$ cat src/rtl/multicast_hub.sv
`default_nettype none
// ============================================================================
//  Module      : multicast_hub
//  Description : NUM_CH operand FIFOs that fire together as one operand set
//                into a per-beat subset of NUM_COL PE columns.
//  Revision    : 1.0 - initial release
// ============================================================================
module multicast_hub #(
    parameter int DATA_WIDTH = 16,
    parameter int NUM_CH     = 3,
    parameter int NUM_COL    = 4,
    parameter int FIFO_DEPTH = 4
) (
    input  logic                             clk,
    input  logic                             rstn,
    input  logic                             flush,
    input  logic [NUM_CH-1:0]                ch_en,
    input  logic [NUM_CH-1:0]                in_valid,
    output logic [NUM_CH-1:0]                in_ready,
    input  logic [NUM_CH*2*DATA_WIDTH-1:0]   in_data,
    input  logic [NUM_CH*NUM_COL-1:0]        in_mask,
    input  logic [NUM_COL-1:0]               pe_ready,
    output logic [NUM_COL-1:0]               pe_en,
    output logic [NUM_CH*2*DATA_WIDTH-1:0]   pe_data,
    output logic [NUM_CH-1:0]                fifo_empty,
    output logic [NUM_CH-1:0]                fifo_full,
    output logic                             busy,
    output logic                             err
);

    localparam int c_CH_W  = 2 * DATA_WIDTH;
    localparam int c_ENT_W = NUM_COL + c_CH_W;
    localparam int c_AW    = (FIFO_DEPTH > 1) ? $clog2(FIFO_DEPTH) : 1;
    localparam logic [c_AW-1:0] c_PTR_ONE = 1;
    localparam logic [c_AW:0]   c_CNT_ONE = 1;
    localparam logic [c_AW:0]   c_CNT_FULL = (c_AW+1)'(FIFO_DEPTH);

    logic [NUM_COL-1:0]         w_head_mask [NUM_CH];
    logic [c_CH_W-1:0]          w_head_data [NUM_CH];
    logic [NUM_CH-1:0]          w_empty;
    logic [NUM_CH-1:0]          w_full;
    logic                       w_all;
    logic                       w_fire;
    logic                       w_drop;
    logic                       w_pop_en;
    logic [NUM_COL-1:0]         w_target;
    logic [NUM_CH*c_CH_W-1:0]   w_set;

    logic [NUM_COL-1:0]         r_pe_en;
    logic [NUM_CH*c_CH_W-1:0]   r_pe_data;
    logic                       r_err;

    assign w_pop_en = w_fire | w_drop;

    generate
        for (genvar c = 0; c < NUM_CH; c++) begin : g_ch
            logic [c_ENT_W-1:0] r_mem [FIFO_DEPTH];
            logic [c_AW-1:0]    r_wptr;
            logic [c_AW-1:0]    r_rptr;
            logic [c_AW:0]      r_cnt;
            logic               w_push;
            logic               w_pop;

            // Beats arriving during flush are accepted on the bus but discarded.
            assign w_push = in_valid[c] & in_ready[c] & ~flush;
            assign w_pop  = w_pop_en & ch_en[c] & ~flush;

            always_ff @(posedge clk) begin
                if (w_push)
                    r_mem[r_wptr] <= {in_mask[c*NUM_COL +: NUM_COL], in_data[c*c_CH_W +: c_CH_W]};
            end

            always_ff @(posedge clk or negedge rstn) begin
                if (!rstn) begin
                    r_wptr <= '0;
                    r_rptr <= '0;
                    r_cnt  <= '0;
                end else if (flush) begin
                    r_wptr <= '0;
                    r_rptr <= '0;
                    r_cnt  <= '0;
                end else begin
                    if (w_push)
                        r_wptr <= r_wptr + c_PTR_ONE;
                    if (w_pop)
                        r_rptr <= r_rptr + c_PTR_ONE;
                    case ({w_push, w_pop})
                        2'b10:   r_cnt <= r_cnt + c_CNT_ONE;
                        2'b01:   r_cnt <= r_cnt - c_CNT_ONE;
                        default: r_cnt <= r_cnt;
                    endcase
                end
            end

            assign w_empty[c]     = (r_cnt == '0);
            assign w_full[c]      = (r_cnt == c_CNT_FULL);
            assign in_ready[c]    = rstn & ~w_full[c];
            assign w_head_mask[c] = r_mem[r_rptr][c_ENT_W-1 -: NUM_COL];
            assign w_head_data[c] = r_mem[r_rptr][c_CH_W-1:0];
        end
    endgenerate

    always_comb begin
        w_all    = |ch_en;
        w_target = '1;
        w_set    = '0;
        for (int c = 0; c < NUM_CH; c++) begin
            if (ch_en[c]) begin
                if (w_empty[c])
                    w_all = 1'b0;
                w_target = w_target & w_head_mask[c];
                w_set[c*c_CH_W +: c_CH_W] = w_head_data[c];
            end
        end
        // Only targeted columns must be ready; the rest are ignored.
        w_fire = w_all & (|w_target) & ~(|(w_target & ~pe_ready));
        w_drop = w_all & ~(|w_target);
    end

    always_ff @(posedge clk or negedge rstn) begin
        if (!rstn) begin
            r_pe_en   <= '0;
            r_pe_data <= '0;
            r_err     <= 1'b0;
        end else if (flush) begin
            r_pe_en   <= '0;
            r_pe_data <= '0;
            r_err     <= 1'b0;
        end else begin
            r_pe_en <= w_fire ? w_target : '0;
            if (w_fire)
                r_pe_data <= w_set;
            if (w_drop)
                r_err <= 1'b1;
        end
    end

    assign pe_en      = r_pe_en;
    assign pe_data    = r_pe_data;
    assign err        = r_err;
    assign fifo_empty = w_empty;
    assign fifo_full  = w_full;
    assign busy       = ~(&w_empty) | (|r_pe_en);

endmodule
`default_nettype wire

$ cat config.mk
export PLATFORM = sky130hd
export DESIGN_NAME = multicast_hub
export DESIGN_NICKNAME = d
export VERILOG_FILES = /design/src/rtl/multicast_hub.sv
export SDC_FILE = /design/constraint.sdc
export NUM_CORES = 1
export LEC_CHECK = 0
export ABC_AREA = 1
export CORE_UTILIZATION = 30
export CTS_CLUSTER_DIAMETER = 100
export DETAILED_ROUTE_END_ITERATION = 8
export PLACE_DENSITY_LB_ADDON = 0.12
export RECOVER_POWER = 100
export SLEW_MARGIN = 20
export SYNTH_ARGS = -nofsm -noshare
export SYNTH_HDL_FRONTEND = slang
export SYNTH_SLANG_ARGS = --single-unit
export TNS_END_PERCENT = 1
$ cat constraint.sdc
create_clock -name clk -period 4.72 [get_ports clk]
set_clock_uncertainty 0.05 [all_clocks]
set_input_delay 0.472 -clock clk [delete_from_list [all_inputs] [get_ports clk]]
set_output_delay 0.472 -clock clk [all_outputs]
set_load 0.02 [all_outputs]
==> summary.txt, run 1 <==
Run status
  • Status: finished, violations left
  • Failing checks: max-capacitance violations, max-slew violations

Die
  • FP Rows: between 90 and 100
  • Die Footprint: 73000 sq um
  • Initial Utilization: around 30%
  • Die H: between 200 and 300 microns
  • Core area: between 70000 and 80000 sq um
  • I/O Pins: 232
  • Chip width: around 270 microns

Synthesis
  • Register area share after synthesis: between 70% and 80%
  • Syn_area_per_cell: ~13 sq um
  • Area leader, netlist: edfxtp_1
  • Synthesized area: 21600 sq um
  • Yosys reg bits: around 550
  • Netlist cell types: 34
  • Largest cells by area after synthesis: edfxtp_1, dfrtp_1, nand2_1
  • Warnings from Yosys: 0
  • Syn_nets: between 1500 and 2000
  • Mapped Cells: approximately 1700
  • Top cell type's share of synthesized area: roughly three fifths

Pwr
  • Pwr dens: between 400 and 500 nW/um^2
  • Comb power frac: between 10% and 20%
  • Max IR drop VDD: 0.000300 V
  • Clock power share: between 40% and 50%
  • Reg power frac: 47.6%
  • P_leak: about 10 nW
  • Net Sw Frac: roughly 25%
  • Int Power: ~8.7 mW
  • Sw Pwr: 2.85 mW

Worst setup path
  • Critical Path Sink: g_ch[2].r_mem[0][18]
  • Startpoint Class: input port
  • Worst-case reg-to-reg path depth: 18
  • CP arrival: about 4.1 ns
  • R2R setup slack: roughly 0.88 ns
  • Crit Path Class: in2reg
  • Critical Path Source: rstn
  • Crit path required time: just under 5 ns
  • RR Endpoint: g_ch[0].r_cnt[2]
  • Start of the worst register-to-register path: g_ch[1].r_rptr[0]
  • Crit-path max FO: 25
  • CP Capture Type: flip-flop

Clock network
  • Latest clock arrival within the worst-skew pair: around 0.64 ns
  • H-Tree Depth: 2
  • Clk root buf: clkbuf_16
  • Post-CTS Resized: 0
  • CTS tree: done
  • Clock-pin slew on the worst setup and hold paths: around 0.060 ns
  • Hold-fix buffers at CTS: 1
  • Post-CTS setup buffer count: 0
  • Max Buffers Root-to-Sink: 3
  • Total CTS buffers: 61
  • Clock sink count: 554

STA
  • Final Hold Fails: 0
  • Setup Viol. Count Final: 0
  • Setup TNS: 0 ns
  • Worst-Margin Slew: 1.92 ns
  • Fmax: about 0.26 GHz
  • RSZ-0062 raised after global routing: false
  • Slew headroom: -28.7%
  • Tmin final: approximately 3.9 ns
  • Post-route clock period utilization: between 80% and 90%
  • Fin. max-slew vios: between 100 and 150

Global route
  • GR Util All Layers: 15.6%
  • Vias in the first global route: ~14000
  • Initial antenna violation count: 15
  • First-pass GRT wire length: 86600 microns
  • Largest net degree at the start of global routing: 121
  • Remaining Overflow, GRT: 0

Flow run
  • Max_cap viols: 5

Drt
  • Drt first pass iters: 5
  • Vias per cell: 4.77
  • Initial DRC count: 942
  • DR vias: around 14000
  • Routed Antenna Nets: 0
  • Final WL: around 57000 microns
  • Drt drc: 0
  • Routed length per instance: around 20 microns

Worst hold path
  • Hold WC Path Type: in2async

Cells and area
  • Commonest non-fill, non-tap cell in the layout: edfxtp_1
  • Layout cells sized above 1: under 10%
  • Area Growth Syn to Fin: 25.0%
  • Utilization after layout: a little under two fifths
  • Final nets: 2023
  • Leading cell types in the layout, fill and taps excluded: edfxtp_1, nand2_1, dlygate4sd3_1

Placement
  • Port buffer count: between 200 and 250
  • RD Place Congestion: 0.719
  • DPL Wire Length: 32800 microns
state kept, by name, indices dropped and copies added, names as in the netlist:
signal	cells
g_ch.r_wptr	6
g_ch.r_mem	432
g_ch.r_rptr	6
err	1
pe_en	4
pe_data	96
g_ch.r_cnt	9
power groups by stage:
stage	clock network [mW]	logic (mW)	registers, mW
after detailed placement	0	1.32	5.62
after floorplan	0	0.656	5.65
after global placement	0	1.31	5.62
after global routing	5.16	1.36	5.54
after CTS	4.98	1.32	5.52
final	4.85	1.24	5.52
cell usage after synthesis:
| master | n |
|---|---|
| buf_1 | 17 |
| inv_2 | 6 |
| o21ai_1 | 2 |
| a32o_1 | 96 |
| fa_1 | 3 |
| buf_4 | 6 |
| edfxtp_1 | 432 |
| ha_1 | 12 |
| xnor2_1 | 2 |
| clkbuf_1 | 61 |
| nand2_1 | 372 |
| nor2_4 | 1 |
| buf_6 | 1 |
| a21oi_1 | 104 |
| or2_1 | 1 |
| buf_2 | 18 |
| o21ai_2 | 1 |
| nor3_1 | 6 |
| nand2_2 | 4 |
| nand4_1 | 5 |
| a21oi_2 | 1 |
| nand3_1 | 144 |
| o211ai_1 | 1 |
| xor2_1 | 1 |
| dfrtp_1 | 122 |
| nand3_2 | 1 |
| nand2_4 | 2 |
| inv_1 | 89 |
| or2_2 | 7 |
| o21ai_0 | 109 |
| o22ai_1 | 1 |
| nor2_1 | 31 |
| nor4_1 | 1 |
| nor2_2 | 3 |
worst max-delay path, cell delays in order:
cell and delay (ns):
dlygate4sd3_1 0.53, clkbuf_1 0.30, inv_1 0.20, nor2_1 0.17, nand2_1 0.09, nor2_1 0.17, inv_1 0.14, nor2_2 1.19
clkbuf_1 0.79
kinds of logic (layout without fill, tap and decap cells):
group	count (synthesis)	in the layout	synth area share [%]
AND/OR/NAND/NOR	578	578	11.3
flip-flops	554	554	74.3
AO/OA/AOI/OAI	315	315	9.59
buffers and inverters	198	474	3.69
adder cells (fa/ha/maj)	15	15	0.975
XOR/XNOR	3	3	0.122
other	0	1	0
per-layer routing:
layer	vias up	part of all wire [%]	track usage, %
met1	6845	46	21.1
met3	106	5.3	3.53
met5	-	0.23	0
met4	20	1.9	3.71
met2	316	47	25.2
li1	6462	-	-
per-stage QoR:
step	area (sq um)	std cells	total power [mW]	worst slack, ns	hold WS [ns]
after floorplan	21600	1663	6.30	1.33	0.126
final	26900	2880	11.6	0.832	0.238
after detailed placement	25000	2763	6.93	1.04	0.216
after global routing	26900	2879	12.1	0.407	0.234
after CTS	27000	2879	11.8	1.02	0.144
after global placement	25000	2763	6.92	1.11	0.216
final cells by class:
class / instances / area [sq um]
diodes: 1 / 2.50
clock buffers: 91 / 1720
clock inverters: 24 / 330
fillers: 6753 / 43700
inverters: 95 / 359
multi-input cells: 911 / 4770
flip-flops and latches: 554 / 16000
well taps: 940 / 1180
repair buffers: 264 / 2560
worst min-delay path by stage:
stage,endpoint,slack [ns],cells after the start,start
detailed placement,pe_data[28],0.22,1,rstn
CTS,pe_data[28],0.14,2,rstn
global placement,pe_data[28],0.22,1,rstn
global route,pe_data[28],0.23,2,rstn
finish,pe_data[28],0.24,2,rstn
floorplan,err,0.13,0,rstn
Note: power is estimated with default switching activity, not from simulation.
==> inputs of run 2 (changes only) <==
Clock period 4.72 ns to 3.3 ns, I/O delays scaled along.
==> run 2 against run 1 <==
Effect of this change: the flow still finishes with violations (max-capacitance violations, max-slew violations); routed wire length is 2.2% higher; combinational power is 44% higher; non-clock buffer count is 18 higher; global-route usage is 0.52 points higher; hold slack better by 0.15 ns; first-iteration DRC count is 5.5% higher; flip-flop and latch count stayed put; power is 47% higher; sequential power is 43% higher; largest power group unchanged.
==> summary.txt, run 2 (synthesis gave the netlist of run 1 again) <==
Run status
  • Status: finished, violations left (unchanged)
  • Failing checks: max-capacitance violations, max-slew violations (unchanged)

Drt
  • Routed Antenna Nets: 0 (unchanged)
  • Drt first pass iters: 5 (unchanged)
  • Final WL: 58300 microns (was 57000 microns)
  • Drt drc: 0 (unchanged)
  • DR vias: 13842 (was 13749)
  • Routed length per instance: 20.0 microns (was 19.8 microns)
  • Vias per cell: 4.76 (was 4.77)
  • Initial DRC count: 994 (was 942)

Pwr
  • P_leak: 10.5 nW (was 10.4 nW)
  • Clock power share: 43.3% (was 41.8%)
  • Pwr dens: 625 nW/um^2 (was 431 nW/um^2)
  • Total power: 17.0 mW (was 11.6 mW)
  • Sw Pwr: 4.23 mW (was 2.85 mW)
  • Int Power: 12.8 mW (was 8.75 mW)
  • Net Sw Frac: 24.8% (was 24.6%)
  • Comb power frac: 10.4% (was 10.6%)
  • Max IR drop VDD: 0.000547 V (was 0.000300 V)
  • Reg power frac: 46.3% (was 47.6%)

STA
  • Worst Slack Setup Final: 0.270 ns (was 0.832 ns)
  • Post-route clock period utilization: between 90% and 100%
  • Fmax: 0.330 GHz
  • RSZ-0062 raised after global routing: false (unchanged)
  • Slew headroom: -43.2% (was -28.7%)
  • Tmin final: 3.03 ns
  • Final Hold Fails: 0 (unchanged)
  • Worst-Margin Slew: 2.15 ns (was 1.92 ns)
  • Fin. max-slew vios: 123 (was 114)
  • Setup Viol. Count Final: 0 (unchanged)

Placement
  • Placed Instances: 2781 (was 2763)
  • RD Place Congestion: 0.751 (was 0.719)
  • Dpl ws: 0.248 ns (was 1.04 ns)
  • DPL Wire Length: 34400 microns (was 32800 microns)
  • Port buffer count: 231 (unchanged)

Die
  • Die H: 270 microns (unchanged)
  • Chip width: 270 microns (unchanged)
  • FP Rows: 97 (unchanged)
  • I/O Pins: 232 (unchanged)
  • Initial Utilization: 30.5% (unchanged)
  • Core area: 70600 sq um (unchanged)
  • Die Footprint: 73000 sq um (unchanged)

Worst setup path
  • Worst-case reg-to-reg path depth: 18 (unchanged)
  • CP Capture Type: flip-flop (unchanged)
  • CP arrival: 3.26 ns (was 4.08 ns)
  • Startpoint Class: input port (unchanged)
  • Crit Path Class: in2reg (unchanged)
  • Crit-path max FO: 28 (was 25)
  • Crit path required time: 3.53 ns (was 4.92 ns)

Clock network
  • CTS tree: done (unchanged)
  • Clock-pin slew on the worst setup and hold paths: 0.06 ns (about the same)
  • H-Tree Depth: 3 (was 2)
  • Max Buffers Root-to-Sink: 3 (unchanged)
  • Clk root buf: clkbuf_16 (unchanged)
  • Total CTS buffers: 67 (was 61)
  • Clock sink count: 554 (unchanged)
  • Post-CTS setup buffer count: 0 (unchanged)
  • Latest clock arrival within the worst-skew pair: 0.61 ns (was 0.64 ns)

Global route
  • GR Util All Layers: 16.1% (was 15.6%)
  • Vias in the first global route: 13891 (was 13507)
  • Met1 usage: 21.0% (was 21.1%)
  • First-pass GRT wire length: 88700 microns (was 86600 microns)
  • Met2 Track Usage GR: 26.5% (was 25.2%)
  • Gr busiest metal: met2 (unchanged)
  • Initial antenna violation count: 13 (was 15)
  • Remaining Overflow, GRT: 0 (unchanged)
  • Met3 Track Usage GR: 3.75% (was 3.53%)
  • Largest net degree at the start of global routing: 123 (was 121)

Cells and area
  • Largest register FFs: 432 (unchanged)
  • Largest Register: g_ch.r_mem (unchanged)
  • Layout cells sized above 1: 8.90% (was 7.74%)
  • Fill count: 6720 (was 6753)
  • FF+latch area: 16000 sq um (unchanged)
  • Area taken by multi-input logic gates: 4740 sq um (was 4770 sq um)
  • Leading cell types in the layout, fill and taps excluded: edfxtp_1, nand2_1, dlygate4sd3_1 (unchanged)
  • Final nets: 2047 (was 2023)
  • Utilization after layout: 38.6% (was 38.1%)
  • Area Growth Syn to Fin: 26.3% (was 25.0%)
  • Post-route insts no fill: 2911 (was 2880)
  • Commonest non-fill, non-tap cell in the layout: edfxtp_1 (unchanged)

Worst hold path
  • Hold Path Depth: 1
  • Hold WC Path Type: in2reg (was in2async)

Flow run
  • Max_cap viols: 1 (was 5)
[run 2: area by class of cell]
class | instances | area share (%)
diodes | 5 | 0.0459
well taps | 940 | 4.32
flip-flops and latches | 554 | 58.8
multi-input cells | 911 | 17.4
inverters | 95 | 1.32
clock inverters | 28 | 1.23
repair buffers | 282 | 9.83
clock buffers | 96 | 7.03
[run 2: routing by layer]
metal,vias to the layer above,routed length (microns)
met2,317,27900
met4,14,1310
met5,-,72
met3,99,3070
met1,6886,25900
li1,6526,-
[run 2: worst paths after layout]
check	start	slack [ns]	end
worst max register to register	g_ch[0].r_rptr[0]	0.37	g_ch[0].r_cnt[2]
worst min-delay path	in_data[72]	0.39	g_ch[2].r_mem[3][8]
worst min register to register	pe_data[37]	0.45	pe_data[37]
max in group asynchronous	rstn	0.64	g_ch[0].r_rptr[0]
worst max-delay path	rstn	0.27	g_ch[1].r_mem[3][32]
min in group asynchronous	rstn	1.14	pe_data[55]
[run 2: power by group through the flow]
stage	registers (mW)	clock network (mW)	logic (mW)
after CTS	7.88	7.61	1.92
after detailed placement	8.02	0	1.91
after global placement	8.02	0	1.89
after global routing	7.91	7.89	1.97
final	7.88	7.37	1.78
after floorplan	8.08	0	0.938
[run 2: timing repair]
action / in CTS / in global routing
hold endpoints to repair: 122 / 0
setup endpoints to repair: 0 / 0
resized for setup: 0 / 0
hold buffers: 1 / 0
[run 2: stage by stage]
stage | cell area (sq um) | hold WS [ns] | TNS (ns)
after floorplan | 21600 | -0.0156 | -23.71
after global placement | 25200 | 0.445 | 0
after detailed placement | 25200 | 0.450 | 0
after CTS | 27400 | 0.259 | 0
after global routing | 27200 | 0.351 | 0
final | 27200 | 0.385 | 0
[run 2: worst max-delay path, stage by stage]
cell and delay, ns:
dlygate4sd3_1 0.52, clkdlybuf4s25_1 0.27, inv_1 0.17, nor2_1 0.22, nand2_1 0.11, nor2_1 0.27, inv_1 0.22, nor2_1 0.81
buf_12 0.32
